`src/rtl/register_scoreboard_if.sv`:
```
// Decode/retire/flush handshake and zero-fill write port of the issue scoreboard.
// The master drives the pipeline side; the slave is the scoreboard.
interface register_scoreboard_if #(
    parameter int ADDR_WIDTH = 5
);
    logic                  decode_valid;
    logic [ADDR_WIDTH-1:0] decode_rs;
    logic [ADDR_WIDTH-1:0] decode_rt;
    logic [ADDR_WIDTH-1:0] decode_rd;
    logic                  decode_writes;
    logic                  retire_valid;
    logic [ADDR_WIDTH-1:0] retire_address;
    logic                  flush;
    logic                  issue;
    logic                  stall;
    logic                  ready;
    logic                  clear_write_enable;
    logic [ADDR_WIDTH-1:0] clear_write_address;
    logic [31:0]           clear_write_value;
    logic                  inflight_any;
    logic                  underflow_error;

    modport master (
        output decode_valid, decode_rs, decode_rt, decode_rd, decode_writes,
        output retire_valid, retire_address, flush,
        input  issue, stall, ready, clear_write_enable, clear_write_address,
        input  clear_write_value, inflight_any, underflow_error
    );

    modport slave (
        input  decode_valid, decode_rs, decode_rt, decode_rd, decode_writes,
        input  retire_valid, retire_address, flush,
        output issue, stall, ready, clear_write_enable, clear_write_address,
        output clear_write_value, inflight_any, underflow_error
    );
endinterface

```
`src/rtl/register_scoreboard.sv`:
```
// Issue scoreboard: zero-fills registers 1..NUM_REGS-1 after reset, then tracks
// pending destination writes and stalls decode on RAW hazards or a full WAW counter.
module register_scoreboard #(
    parameter int NUM_REGS    = 32,
    parameter int ADDR_WIDTH  = 5,
    parameter int COUNT_WIDTH = 2
) (
    input logic                  clock,
    input logic                  reset,
    register_scoreboard_if.slave sb
);
    typedef enum logic {CLEAR, RUN} state_t;

    localparam logic [COUNT_WIDTH-1:0] COUNT_MAX = '1;
    localparam logic [ADDR_WIDTH:0]    LAST_REG  = (ADDR_WIDTH+1)'(NUM_REGS - 1);

    state_t                  state;
    logic [ADDR_WIDTH:0]     fill_ptr;
    logic [COUNT_WIDTH-1:0]  count [NUM_REGS];
    logic                    clear_we_q;
    logic [ADDR_WIDTH-1:0]   clear_addr_q;
    logic                    ready_q;
    logic                    underflow_q;

    logic hazard;
    logic waw_full;
    logic issue_c;
    logic inflight_c;

    // Decisions use registered counts only, so a same-cycle retire never releases a stall.
    always_comb begin
        hazard   = ((sb.decode_rs != '0) && (count[sb.decode_rs] != '0)) ||
                   ((sb.decode_rt != '0) && (count[sb.decode_rt] != '0));
        waw_full = sb.decode_writes && (sb.decode_rd != '0) &&
                   (count[sb.decode_rd] == COUNT_MAX);
        issue_c  = (state == RUN) && sb.decode_valid && !hazard && !waw_full && !sb.flush;
        inflight_c = 1'b0;
        for (int r = 0; r < NUM_REGS; r++) begin
            inflight_c = inflight_c | (count[r] != '0);
        end
    end

    assign sb.issue               = issue_c;
    assign sb.stall               = sb.decode_valid && !issue_c;
    assign sb.ready               = ready_q;
    assign sb.clear_write_enable  = clear_we_q;
    assign sb.clear_write_address = clear_addr_q;
    assign sb.clear_write_value   = 32'd0;
    assign sb.inflight_any        = inflight_c;
    assign sb.underflow_error     = underflow_q;

    always_ff @(posedge clock or posedge reset) begin
        if (reset) begin
            state        <= CLEAR;
            fill_ptr     <= (ADDR_WIDTH+1)'(1);
            clear_we_q   <= 1'b0;
            clear_addr_q <= '0;
            ready_q      <= 1'b0;
            underflow_q  <= 1'b0;
            for (int r = 0; r < NUM_REGS; r++) begin
                count[r] <= '0;
            end
        end else begin
            case (state)
                CLEAR: begin
                    if (fill_ptr <= LAST_REG) begin
                        clear_we_q   <= 1'b1;
                        clear_addr_q <= fill_ptr[ADDR_WIDTH-1:0];
                        fill_ptr     <= fill_ptr + 1'b1;
                    end else begin
                        clear_we_q   <= 1'b0;
                        clear_addr_q <= '0;
                        ready_q      <= 1'b1;
                        state        <= RUN;
                    end
                end
                RUN: begin
                    if (sb.flush) begin
                        for (int r = 0; r < NUM_REGS; r++) begin
                            count[r] <= '0;
                        end
                    end else begin
                        // Register 0 is never tracked; simultaneous inc and dec cancel.
                        for (int r = 1; r < NUM_REGS; r++) begin
                            if ((issue_c && sb.decode_writes && (sb.decode_rd == ADDR_WIDTH'(r))) &&
                                !(sb.retire_valid && (sb.retire_address == ADDR_WIDTH'(r)) &&
                                  (count[r] != '0))) begin
                                count[r] <= count[r] + COUNT_WIDTH'(1);
                            end else if (!(issue_c && sb.decode_writes &&
                                           (sb.decode_rd == ADDR_WIDTH'(r))) &&
                                         (sb.retire_valid && (sb.retire_address == ADDR_WIDTH'(r)) &&
                                          (count[r] != '0))) begin
                                count[r] <= count[r] - COUNT_WIDTH'(1);
                            end
                        end
                        if (sb.retire_valid && (sb.retire_address != '0) &&
                            (count[sb.retire_address] == '0)) begin
                            underflow_q <= 1'b1;
                        end
                    end
                end
            endcase
        end
    end
endmodule

```
`src/flat_wrapper.sv`:
```
// flat-port wrapper written by rule: the top's interface ports become plain ports
module register_scoreboard_flat 
#(
    parameter int NUM_REGS    = 32,
    parameter int ADDR_WIDTH  = 5,
    parameter int COUNT_WIDTH = 2
)
  (clock, reset, sb_decode_valid, sb_decode_rs, sb_decode_rt, sb_decode_rd, sb_decode_writes, sb_retire_valid, sb_retire_address, sb_flush, sb_issue, sb_stall, sb_ready, sb_clear_write_enable, sb_clear_write_address, sb_clear_write_value, sb_inflight_any, sb_underflow_error);
  register_scoreboard_if #(.ADDR_WIDTH(ADDR_WIDTH)) sb_i ();
  input logic clock;
  input logic reset;
  input wire logic [$bits(sb_i.decode_valid)-1:0] sb_decode_valid;
  input wire logic [$bits(sb_i.decode_rs)-1:0] sb_decode_rs;
  input wire logic [$bits(sb_i.decode_rt)-1:0] sb_decode_rt;
  input wire logic [$bits(sb_i.decode_rd)-1:0] sb_decode_rd;
  input wire logic [$bits(sb_i.decode_writes)-1:0] sb_decode_writes;
  input wire logic [$bits(sb_i.retire_valid)-1:0] sb_retire_valid;
  input wire logic [$bits(sb_i.retire_address)-1:0] sb_retire_address;
  input wire logic [$bits(sb_i.flush)-1:0] sb_flush;
  output wire logic [$bits(sb_i.issue)-1:0] sb_issue;
  output wire logic [$bits(sb_i.stall)-1:0] sb_stall;
  output wire logic [$bits(sb_i.ready)-1:0] sb_ready;
  output wire logic [$bits(sb_i.clear_write_enable)-1:0] sb_clear_write_enable;
  output wire logic [$bits(sb_i.clear_write_address)-1:0] sb_clear_write_address;
  output wire logic [$bits(sb_i.clear_write_value)-1:0] sb_clear_write_value;
  output wire logic [$bits(sb_i.inflight_any)-1:0] sb_inflight_any;
  output wire logic [$bits(sb_i.underflow_error)-1:0] sb_underflow_error;
  assign sb_i.decode_valid = sb_decode_valid;
  assign sb_i.decode_rs = sb_decode_rs;
  assign sb_i.decode_rt = sb_decode_rt;
  assign sb_i.decode_rd = sb_decode_rd;
  assign sb_i.decode_writes = sb_decode_writes;
  assign sb_i.retire_valid = sb_retire_valid;
  assign sb_i.retire_address = sb_retire_address;
  assign sb_i.flush = sb_flush;
  assign sb_issue = sb_i.issue;
  assign sb_stall = sb_i.stall;
  assign sb_ready = sb_i.ready;
  assign sb_clear_write_enable = sb_i.clear_write_enable;
  assign sb_clear_write_address = sb_i.clear_write_address;
  assign sb_clear_write_value = sb_i.clear_write_value;
  assign sb_inflight_any = sb_i.inflight_any;
  assign sb_underflow_error = sb_i.underflow_error;
  register_scoreboard #(.NUM_REGS(NUM_REGS), .ADDR_WIDTH(ADDR_WIDTH), .COUNT_WIDTH(COUNT_WIDTH)) u_core (.clock(clock), .reset(reset), .sb(sb_i));
endmodule
```
`config.mk`:
```
export PLATFORM = sky130hd
export DESIGN_NAME = register_scoreboard_flat
export DESIGN_NICKNAME = d
export VERILOG_FILES = /design/src/rtl/register_scoreboard_if.sv /design/src/rtl/register_scoreboard.sv /design/src/flat_wrapper.sv
export SDC_FILE = /design/constraint.sdc
export NUM_CORES = 1
export LEC_CHECK = 0
export ABC_AREA = 1
export BUFFER_PORTS_ARGS = -buffer_cell sky130_fd_sc_hd__buf_2
export CAP_MARGIN = 30
export CORE_MARGIN = 8
export CORE_UTILIZATION = 49
export DETAILED_ROUTE_END_ITERATION = 10
export PLACE_DENSITY = 0.7
export SLEW_MARGIN = 20
export SYNTH_ARGS = -nofsm -noshare
export SYNTH_HDL_FRONTEND = slang
export SYNTH_SLANG_ARGS = --single-unit
```
`constraint.sdc`:
```
create_clock -name clock -period 2.3 [get_ports clock]
set_input_delay 0.23 -clock clock [delete_from_list [all_inputs] [get_ports clock]]
set_output_delay 0.23 -clock clock [all_outputs]
set_load 0.005 [all_outputs]
```
==> flow_summary.toml, run 1 <==
[layout]
syn_to_final_growth_pct = 36.0
drive_gt1_share_pct = 25.9
nNetsFinal = 1609
antenna_cells = 0
design_area_um2 = 10400
layout.cells.non_filler = 1775
fin_util_pct = 68.2

[logic_synthesis]
synth_top_area_share_pct = 25.1
syn_area_um2 = 7630
synth_ff_type = "dfrtp_1"
yosys.area.top_type = "nand2_1"
synth_cell_types = 40
synth_seq_cells = 77
seq_area_frac_synth_pct = 25.3
async_flop_share_pct = 100
yosysMostFrequentCell = "nand2_1"
yosys_warnings = 0
synth-edff-count = 0
synth_common_cells = "nand2_1 (510), nor2_1 (184), inv_1 (155)"
syn_area_per_cell_um2 = 5.56
synth_cells = 1371
yosys-top-cells-area = "nand2_1 (25%), dfrtp_1 (25%), nor2_1 (9.1%)"

[cts]
clk_latency_ns = 0.36
cts-root-buf = "clkbuf_16"
numCtsBuffers = 9
clk_pin_slew_worst_paths_ns = 0.07
clock_path_buffers = 2
htree_levels = 3
cts_tree = "built"
clock_sinks = 77

[timing]
fmax_mhz = 396
fin_worst_skew_ns = 0.0126
setup_tns_ns = -10.25
hold_viol = 0
timing.final.ws_setup_ns = -0.228
setup_viol = 65
worstMarginPinSlew_ns = 0.708
slew_viol_final = 0
fin_crit_sh_pct = 110
max_slew_margin_pct = 52.8
rsz0062_at_grt = "true"
finalCriticalPeriod_ns = 2.53

[worst_hold_path]
min_path_type = "input port to flop"
holdPathEnd = "u_core.sb.underflow_error$_DFFE_PP0P_"
min_delay_path_depth = 3
min_from = "sb_retire_valid"

[routing]
ant_nets = 0
routedWlPerCell_um = 16.6
drt_wl_total_um = 29500
first_iter_violations = 1202
remaining_drc_errors = 0
dr.pass1.iters = 6
viasPerCell = 5.56
vias = 9868

[global_routing]
grt-ovfl-total = 0
grt.total_usage_pct = 29.3
grt_max_degree = 63
grt_pass1_wl_um = 46200
grt_pass1_vias = 9103
antenna_found_initial = 0

[worst_setup_path]
slowest_delay_ns = 0.38
crit_top_cell = "buf_6"
critPathLaunchType = "flop"
crit_type = "flop to flop"
crit_chain = "nor2_1, buf_4, buf_6, nor2_1, nor2_1, nand3_1, nand2_1, nand2_2, nand3_4, buf_6, nand3_4, nor2_4, buf_6, buf_6, nand4_1, nand2_1, nand3_2, nand2_2, inv_2, nand2_2, nand2_1"
worst-path-buf-inv = 6
r2r_slack_ns = -0.23
cp-end-kind = "flop"
crit_arrival_ns = 2.78
rr_worst_depth = 21
cp_top_family = "simple AND/OR/NAND/NOR gates"
crit_fanout = 8
required_ns = 2.56
timing.rr.start = "u_core.count[20]$_DFFE_PP0P_"
r2r-end = "u_core.count[15]$_DFFE_PP0P_"
cp_slowest_cell = "dfrtp_1"

[power]
powerDensity_nw_per_um2 = 531
ir_worst_vdd_mv = 0.404
p_leak_nw = 5.63

[floorplanning]
fp-row-count = 45
die_w_um = 141
coreArea_um2 = 15200
die_h_um = 141
dieArea_um2 = 19800
floorplan.initialDensity_pct = 50.2
io_pins = 69

[placed_design]
place.detailed.instances = 1735
gp_routability_congestion = 1.09
io_buffers = 36
dpl.hpwl_um = 20800
postPlaceCellArea_um2 = 9200

[outcome]
violations = "setup timing"
status = "finished with violations"

[run]
drv_cap = 0
[layer usage]
layer / vias up / global-route usage [%] / part of all wire (%)
li1: 4685 / - / -
met1: 4478 / 37.4 / 39
met2: 581 / 46.7 / 45
met3: 124 / 4.73 / 10
met4: 0 / 15.8 / 5.3
met5: - / 0 / 0
[cell type report]
class / count / area [um2]
Sequential cell: 77 / 1930
Fill cell: 1329 / 4830
Clock inverter: 7 / 63.8
Multi-Input combinational cell: 1059 / 5170
Tap cell: 188 / 235
Clock buffer: 9 / 225
Inverter: 188 / 712
Timing Repair Buffer: 247 / 2040
[flip-flops by register name, indices dropped and copies added, names as in the netlist]
name / count
u_core.count: 62
u_core.sb.clear_write_address: 5
u_core.fill_ptr: 6
u_core.sb.underflow_error: 1
u_core.state: 1
u_core.sb.clear_write_enable: 1
u_core.sb.ready: 1
[logic make-up (layout without fill, tap and decap cells)]
group,after synthesis,after routing,share of synthesized area (%)
AND/OR/NAND/NOR,921,921,50.9
buffers and inverters,266,451,15.1
flip-flops,77,77,25.3
AO/OA/AOI/OAI,86,86,6.30
adder cells (fa/ha/maj),1,1,0.164
XOR/XNOR,19,19,2.18
other,1,32,0.0492
[tightest hold or removal path: stages]
cell and delay (ns):
buf_2 0.13, nand4_1 0.19, nand2_1 0.07
[power breakdown]
group | switching (mW) | leakage [nW] | internal [mW]
logic | 1.40 | 4.52 | 1.06
registers | 0.105 | 0.977 | 1.50
clock network | 0.686 | 0.137 | 0.758
total | 2.19 | 5.63 | 3.32
[worst max path at each step]
stage / slack [ns] / to / depth (start not counted) / startpoint
floorplan: 0.10 / u_core.count[0]$_DFFE_PP0P_ / 1 / reset
global placement: -0.09 / u_core.count[3]$_DFFE_PP0P_ / 20 / sb_decode_rd[0]
detailed placement: -0.12 / u_core.count[15]$_DFFE_PP0P_ / 20 / sb_decode_rd[0]
CTS: -0.20 / sb_inflight_any / 9 / u_core.count[59]$_DFFE_PP0P_
global route: -0.39 / u_core.count[29]$_DFFE_PP0P_ / 21 / u_core.count[20]$_DFFE_PP0P_
finish: -0.23 / u_core.count[15]$_DFFE_PP0P_ / 21 / u_core.count[20]$_DFFE_PP0P_
[per-stage QoR]
| step | total power, mW | setup WS [ns] | hold WS [ns] |
|---|---|---|---|
| 6_report | 5.51 | -0.228 | 0.302 |
| 5_1_grt | 5.81 | -0.393 | 0.310 |
| 4_1_cts | 5.36 | -0.202 | 0.277 |
| 3_5_place_dp | 3.73 | -0.123 | 0.285 |
| 3_3_place_gp | 3.71 | -0.0852 | 0.284 |
| 2_1_floorplan | 2.75 | 0.105 | 0.374 |
[repair_timing]
item	CTS	global route
setup endpoints to repair	65	65
hold buffers	1	0
pin swaps	38	35
gates resized for setup	130	44
setup buffers	17	4
endpoints found under the hold margin	29	0
gates cloned	4	0
[placed cells by master (no fill, tap or decap), types with 2 or more instances in the layout]
| cell | instances |
|---|---|
| or2_4 | 2 |
| nor4_4 | 3 |
| nor2_2 | 17 |
| clkinvlp_4 | 2 |
| buf_4 | 179 |
| buf_16 | 2 |
| o21ai_2 | 4 |
| nor2_1 | 155 |
| xor2_1 | 19 |
| nand2_1 | 469 |
| buf_12 | 12 |
| nand2_2 | 42 |
| nor2_4 | 15 |
| buf_2 | 34 |
| a21oi_1 | 33 |
| nand3_1 | 78 |
| inv_1 | 149 |
| inv_8 | 2 |
| nand4_1 | 67 |
| nor4_2 | 2 |
| o2111ai_1 | 2 |
| clkinv_2 | 5 |
| clkinv_1 | 9 |
| o31ai_1 | 2 |
| nand3b_1 | 11 |
| o221ai_1 | 3 |
| a22oi_1 | 2 |
| dfrtp_1 | 76 |
| nand3_4 | 3 |
| buf_6 | 18 |
| conb_1 | 32 |
| clkbuf_16 | 9 |
| inv_2 | 25 |
| o21ai_1 | 18 |
| nand3_2 | 27 |
| inv_6 | 3 |
| nor3_1 | 28 |
| o21ai_0 | 14 |
(Power assumes the default switching activity.)
==> run 2, diff against run 1 <==
--- a/config.mk
+++ b/config.mk
@@ -6,8 +6,10 @@
 export NUM_CORES = 1
 export LEC_CHECK = 0
 export ABC_AREA = 1
+export ABC_CLOCK_PERIOD_IN_PS = 2300
 export BUFFER_PORTS_ARGS = -buffer_cell sky130_fd_sc_hd__buf_2
 export CAP_MARGIN = 30
+export CORE_ASPECT_RATIO = 0.7
 export CORE_MARGIN = 8
 export CORE_UTILIZATION = 49
 export DETAILED_ROUTE_END_ITERATION = 10
==> run 2 against run 1 <==
  * The flow still finishes with violations (setup timing)
  * Sequential power is essentially flat
  * Total power rose by 2.8%
  * Critical path depth decreased by 13
  * Die area rose by 0.32%
  * Critical endpoint is now sb_inflight_any
==> flow_summary.toml, run 2 (synthesized netlist as in run 1, its figures left out) <==
[layout]
layout.cells.non_filler = 1757
nNetsFinal = 1579
final_common_cell = "nand2_1"
drive_gt1_share_pct = 27.8
syn_to_final_growth_pct = 35.9
antenna_cells = 0
final_cell_mix = "nand2_1 (450), nor2_1 (152), inv_1 (145)"
largest-register = "u_core.count"
largest_reg_flops = 62
fin_util_pct = 67.5

[timing]
timing.final.ws_setup_ns = -0.206
slew_viol_final = 0
rsz0062_at_grt = "true"
hold_viol = 0
fin_crit_sh_pct = 109
worstMarginPinSlew_ns = 0.723
max_slew_margin_pct = 51.8
holdWs_ns = 0.233
fmax_mhz = 399
setup_viol = 51
fin_worst_skew_ns = 0.0140
finalCriticalPeriod_ns = 2.51

[cts]
htree_levels = 3
clk_latency_ns = 0.36
clock_path_buffers = 2
cts_tree = "built"
cts-root-buf = "clkbuf_16"
clk_pin_slew_worst_paths_ns = 0.07
clock_sinks = 77
numCtsBuffers = 9

[routing]
vias = 9732
remaining_drc_errors = 0
drt_wl_total_um = 30600
routedWlPerCell_um = 17.4
dr.pass1.iters = 6
first_iter_violations = 1289
ant_nets = 0
viasPerCell = 5.54

[worst_setup_path]
crit_type = "flop to output pin"
crit_fanout = 4
crit_chain = "nor2_1, buf_4, inv_2, nor4_4, buf_4, nand4_1, or4_4, buf_6"
startpoint = "u_core.count[59]$_DFFE_PP0P_"
critPathLaunchType = "flop"
timing.rr.start = "u_core.count[44]$_DFFE_PP0P_"
crit_top_cell = "buf_4"
crit_arrival_ns = 2.28
cp-end-kind = "output pin"
required_ns = 2.07
cp_slowest_cell = "or4_4"
slowest_delay_ns = 0.48

[placed_design]
dpl.hpwl_um = 22200
dp_slack_ns = -0.223
place.detailed.instances = 1716
gp_routability_congestion = 1.02
io_buffers = 36

[floorplanning]
fp-row-count = 38
die_w_um = 165
io_pins = 69
floorplan.initialDensity_pct = 49.7
dieArea_um2 = 19900
die_h_um = 120
coreArea_um2 = 15400

[run]
drv_cap = 0

[worst_hold_path]
min_path_type = "input port to flop"
min_from = "sb_retire_valid"

[power]
powerDensity_nw_per_um2 = 546
p_leak_nw = 5.57
totalPowerFinal_mw = 5.66
ir_worst_vdd_mv = 0.332

[outcome]
violations = "setup timing"
status = "finished with violations"

[global_routing]
grt.total_usage_pct = 30.4
grt_max_degree = 40
grt_pass1_vias = 8871
grt-ovfl-total = 0
grt_pass1_wl_um = 47500
antenna_found_initial = 0
==> run 2: cell types whose count changed in the layout (fill, tap and decap cells not counted), sizes merged <==
cell      before  now
buf          246  216
bufinv         0    2
clkbuf         9   11
clkinv        14   12
clkinvlp       2    0
==> run 2: timing repair <==
item / CTS / global route
cloned: 6 / 0
gates resized for setup: 148 / 106
pin swaps: 54 / 81
setup endpoints to repair: 65 / 65
hold endpoints to repair: 28 / 0
hold buffers: 1 / 0
setup buffers: 18 / 10
==> run 2: worst paths after layout <==
| kind | to | slack [ns] | cells after the start |
|---|---|---|---|
| worst max-delay path | sb_inflight_any | -0.21 | 8 |
| max in group asynchronous | u_core.fill_ptr[0]$_DFFE_PP1P_ | 1.16 | 4 |
| min in group asynchronous | u_core.count[19]$_DFFE_PP0P_ | 0.47 | 3 |
| worst min-delay path | u_core.sb.underflow_error$_DFFE_PP0P_ | 0.23 | 3 |
| worst max register to register | u_core.count[24]$_DFFE_PP0P_ | -0.16 | 17 |
| worst min register to register | u_core.sb.underflow_error$_DFFE_PP0P_ | 0.47 | 2 |
==> run 2: layer usage <==
metal  global-route usage, %  wire length, um
met1                    42.0            12900
met2                    45.5            13300
met5                       0                0
met4                    9.20              750
met3                    8.46             3660
==> run 2: cell type report <==
| class | instances | area (um2) |
|---|---|---|
| flip-flops and latches | 77 | 1930 |
| repair buffers | 217 | 1840 |
| inverters | 188 | 718 |
| clock inverters | 5 | 82.6 |
| clock buffers | 11 | 243 |
| well taps | 200 | 250 |
| fillers | 1417 | 5000 |
| multi-input cells | 1059 | 5300 |
==> run 2: through the flow <==
step / area (um2) / setup TNS [ns]
after floorplan: 7740 / 0
after global placement: 9000 / -5.35
after detailed placement: 9000 / -10.72
after CTS: 10100 / -4.70
after global routing: 10400 / -11.08
final: 10400 / -3.24
==> run 2: where the power goes <==
group | internal, mW | switching, mW
registers | 1.51 | 0.114
logic | 0.985 | 1.43
clock network | 0.986 | 0.634
==> run 2: critical path: cells and delay by family (launching register included) <==
kind                   cells  cell delay, ns
buffers and inverters      4            0.54
DFF                        1            0.38
and+or+nand+nor            4            1.02
==> run 3, diff against run 2 <==
--- a/config.mk
+++ b/config.mk
@@ -9,11 +9,13 @@
 export ABC_CLOCK_PERIOD_IN_PS = 2300
 export BUFFER_PORTS_ARGS = -buffer_cell sky130_fd_sc_hd__buf_2
 export CAP_MARGIN = 30
+export CELL_PAD_IN_SITES_DETAIL_PLACEMENT = 1
+export CELL_PAD_IN_SITES_GLOBAL_PLACEMENT = 1
 export CORE_ASPECT_RATIO = 0.7
 export CORE_MARGIN = 8
-export CORE_UTILIZATION = 49
+export CORE_UTILIZATION = 38
 export DETAILED_ROUTE_END_ITERATION = 10
-export PLACE_DENSITY = 0.7
+export PLACE_DENSITY_LB_ADDON = 0.1
 export SLEW_MARGIN = 20
 export SYNTH_ARGS = -nofsm -noshare
 export SYNTH_HDL_FRONTEND = slang
==> run 3 against run 2 <==
  * The run still ends with setup timing left
  * Utilization shrank 14 points
  * Combinational power up 9.9%
  * Hold slack worse by 0.043 ns
  * Global-route usage fell by 2.3 points
  * Via count is 3.5% higher
  * Die area grew 25%
  * First-iteration DRC count decreased by 33%
  * Fmax shrank 4.9%
  * Largest cell class unchanged
  * Routed wire length grew 17%
  * Critical path depth increased by 13
==> flow_summary.toml, run 3 (synthesized netlist as in run 1, its figures left out) <==
[routing]
dr.pass1.iters = 5
ant_nets = 0
routedWlPerCell_um = 19.3
vias = 10100
viasPerCell = 5.40
first_iter_violations = 858
drt_wl_total_um = 35900
remaining_drc_errors = 0

[power]
internal-power_mw = 3.48
seq_power_share_pct = 27.5
p_comb_share_pct = 45.2
switching_share_pct = 40.8
p_leak_nw = 5.70
powerDensity_nw_per_um2 = 552
ir_worst_vdd_mv = 0.334
p_clk_share_pct = 27.3
power_switching_mw = 2.40

[timing]
setup_viol = 65
timing.final.ws_setup_ns = -0.335
fin_crit_sh_pct = 115
fin_worst_skew_ns = 0.0181
setup_tns_ns = -14.13
worstMarginPinSlew_ns = 0.757
rsz0062_at_grt = "true"
fmax_mhz = 380
hold_viol = 0
max_slew_margin_pct = 49.5
slew_viol_final = 0
finalCriticalPeriod_ns = 2.63

[worst_hold_path]
min_from = "sb_retire_valid"
min_path_type = "input port to flop"

[floorplanning]
coreArea_um2 = 19700
io_pins = 69
fp-row-count = 43
die_w_um = 185
dieArea_um2 = 24900
die_h_um = 135
floorplan.initialDensity_pct = 38.6

[layout]
drive_gt1_share_pct = 29.0
syn_to_final_growth_pct = 39.6
fill_cells = 2764
largest_reg_flops = 62
nNetsFinal = 1617
multi_input_area_um2 = 5280
final_common_cell = "nand2_1"
layout.cells.non_filler = 1865
fin_util_pct = 53.9
final_cell_mix = "nand2_1 (448), buf_4 (191), nor2_1 (157)"
largest-register = "u_core.count"
design_area_um2 = 10600
regArea_um2 = 1930
antenna_cells = 0

[worst_setup_path]
crit_type = "flop to flop"
cp_slowest_cell = "dfrtp_1"
required_ns = 2.55
critPathLaunchType = "flop"
cp-end-kind = "flop"
crit_top_cell = "nor2_1"
crit_fanout = 7
startpoint = "u_core.count[41]$_DFFE_PP0P_"
timing.rr.start = "u_core.count[41]$_DFFE_PP0P_"
slowest_delay_ns = 0.40
r2r_slack_ns = -0.33
cp_top_family = "simple AND/OR/NAND/NOR gates"
crit_chain = "nor2_1, buf_4, buf_4, nor2_1, nor2_1, nand3_1, nand3_1, nand2_2, buf_6, nand2_2, nand3_2, nor2_2, buf_6, nand3_4, buf_12, nor2_4, nand3_2, nand2_1, nor2_1, nand2_1, nand2_1"
crit_arrival_ns = 2.88
worst-path-buf-inv = 5

[placed_design]
io_buffers = 36
dpl.hpwl_um = 26500
gp_routability_congestion = 0.949
dp_slack_ns = -0.279
postPlaceCellArea_um2 = 9320
place.detailed.instances = 1815

[cts]
cts-root-buf = "clkbuf_16"
numCtsBuffers = 9
clk_pin_slew_worst_paths_ns = 0.08
clock_sinks = 77
htree_levels = 3
clk_latency_ns = 0.37
cts_tree = "built"
clock_path_buffers = 2

[global_routing]
grt_max_degree = 42
antenna_found_initial = 0
grt_pass1_vias = 10300
grt-ovfl-total = 0
grt_pass1_wl_um = 55200
grt.total_usage_pct = 28.2

[run]
drv_cap = 0

[outcome]
status = "finished with violations"
violations = "setup timing"
==> run 3: cell types whose count changed in the layout (fill, tap and decap cells not counted), sizes merged <==
cell | before | now
clkinv | 12 | 7
bufinv | 2 | 1
inv | 179 | 186
clkinvlp | 0 | 1
buf | 216 | 253
clkbuf | 11 | 10
==> run 3: worst register-to-register path, delay by kind of cell, from the launching register on <==
family | cells | cell delay, ns
buffers and inverters | 5 | 0.75
AND/OR/NAND/NOR | 16 | 1.37
flip-flops | 1 | 0.40
==> run 3: power by group through the flow <==
stage	logic [mW]	clock network [mW]	registers, mW
4_1_cts	2.48	1.63	1.61
5_1_grt	2.86	1.68	1.63
2_1_floorplan	1.08	0	1.66
6_report	2.66	1.60	1.62
3_5_place_dp	2.25	0	1.63
3_3_place_gp	2.19	0	1.62
==> run 3: timing repair <==
item / in CTS / in global routing
hold buffers: 1 / 0
setup endpoints to repair: 65 / 65
buffers inserted: 25 / 6
endpoints found under the hold margin: 18 / 0
resized for setup: 124 / 91
pin swaps: 32 / 54
gates cloned: 1 / 1
==> run 3: worst paths after layout <==
check,to,cells after the start
min,u_core.sb.underflow_error$_DFFE_PP0P_,3
min in group asynchronous,u_core.count[28]$_DFFE_PP0P_,3
min reg2reg,u_core.sb.clear_write_address[2]$_DFFE_PP0N_,2
max reg2reg,u_core.count[57]$_DFFE_PP0P_,21
max in group asynchronous,u_core.count[55]$_DFFE_PP0P_,4
max,u_core.count[57]$_DFFE_PP0P_,21
==> run 3: final cells by class <==
type / count / area share (%)
repair buffers: 255 / 19.5
inverters: 188 / 6.67
clock inverters: 7 / 0.811
multi-input cells: 1059 / 49.6
clock buffers: 9 / 2.12
flip-flops and latches: 77 / 18.1
well taps: 270 / 3.17
==> run 3: layer usage <==
| layer | share of wire, % | vias to the layer above | wire length, um | track usage, % |
|---|---|---|---|---|
| li1 | - | 4698 | - | - |
| met1 | 44 | 4930 | 16000 | 36.9 |
| met2 | 45 | 365 | 16300 | 44.6 |
| met3 | 6.9 | 83 | 2490 | 6.58 |
| met4 | 3.1 | 0 | 1120 | 10.1 |
| met5 | 0 | - | 0 | 0 |
==> run 3: through the flow <==
step           hold slack (ns)  power (mW)
2_1_floorplan            0.374        2.75
3_3_place_gp             0.238        3.81
3_5_place_dp             0.240        3.88
4_1_cts                  0.189        5.72
5_1_grt                  0.189        6.17
6_report                 0.190        5.88
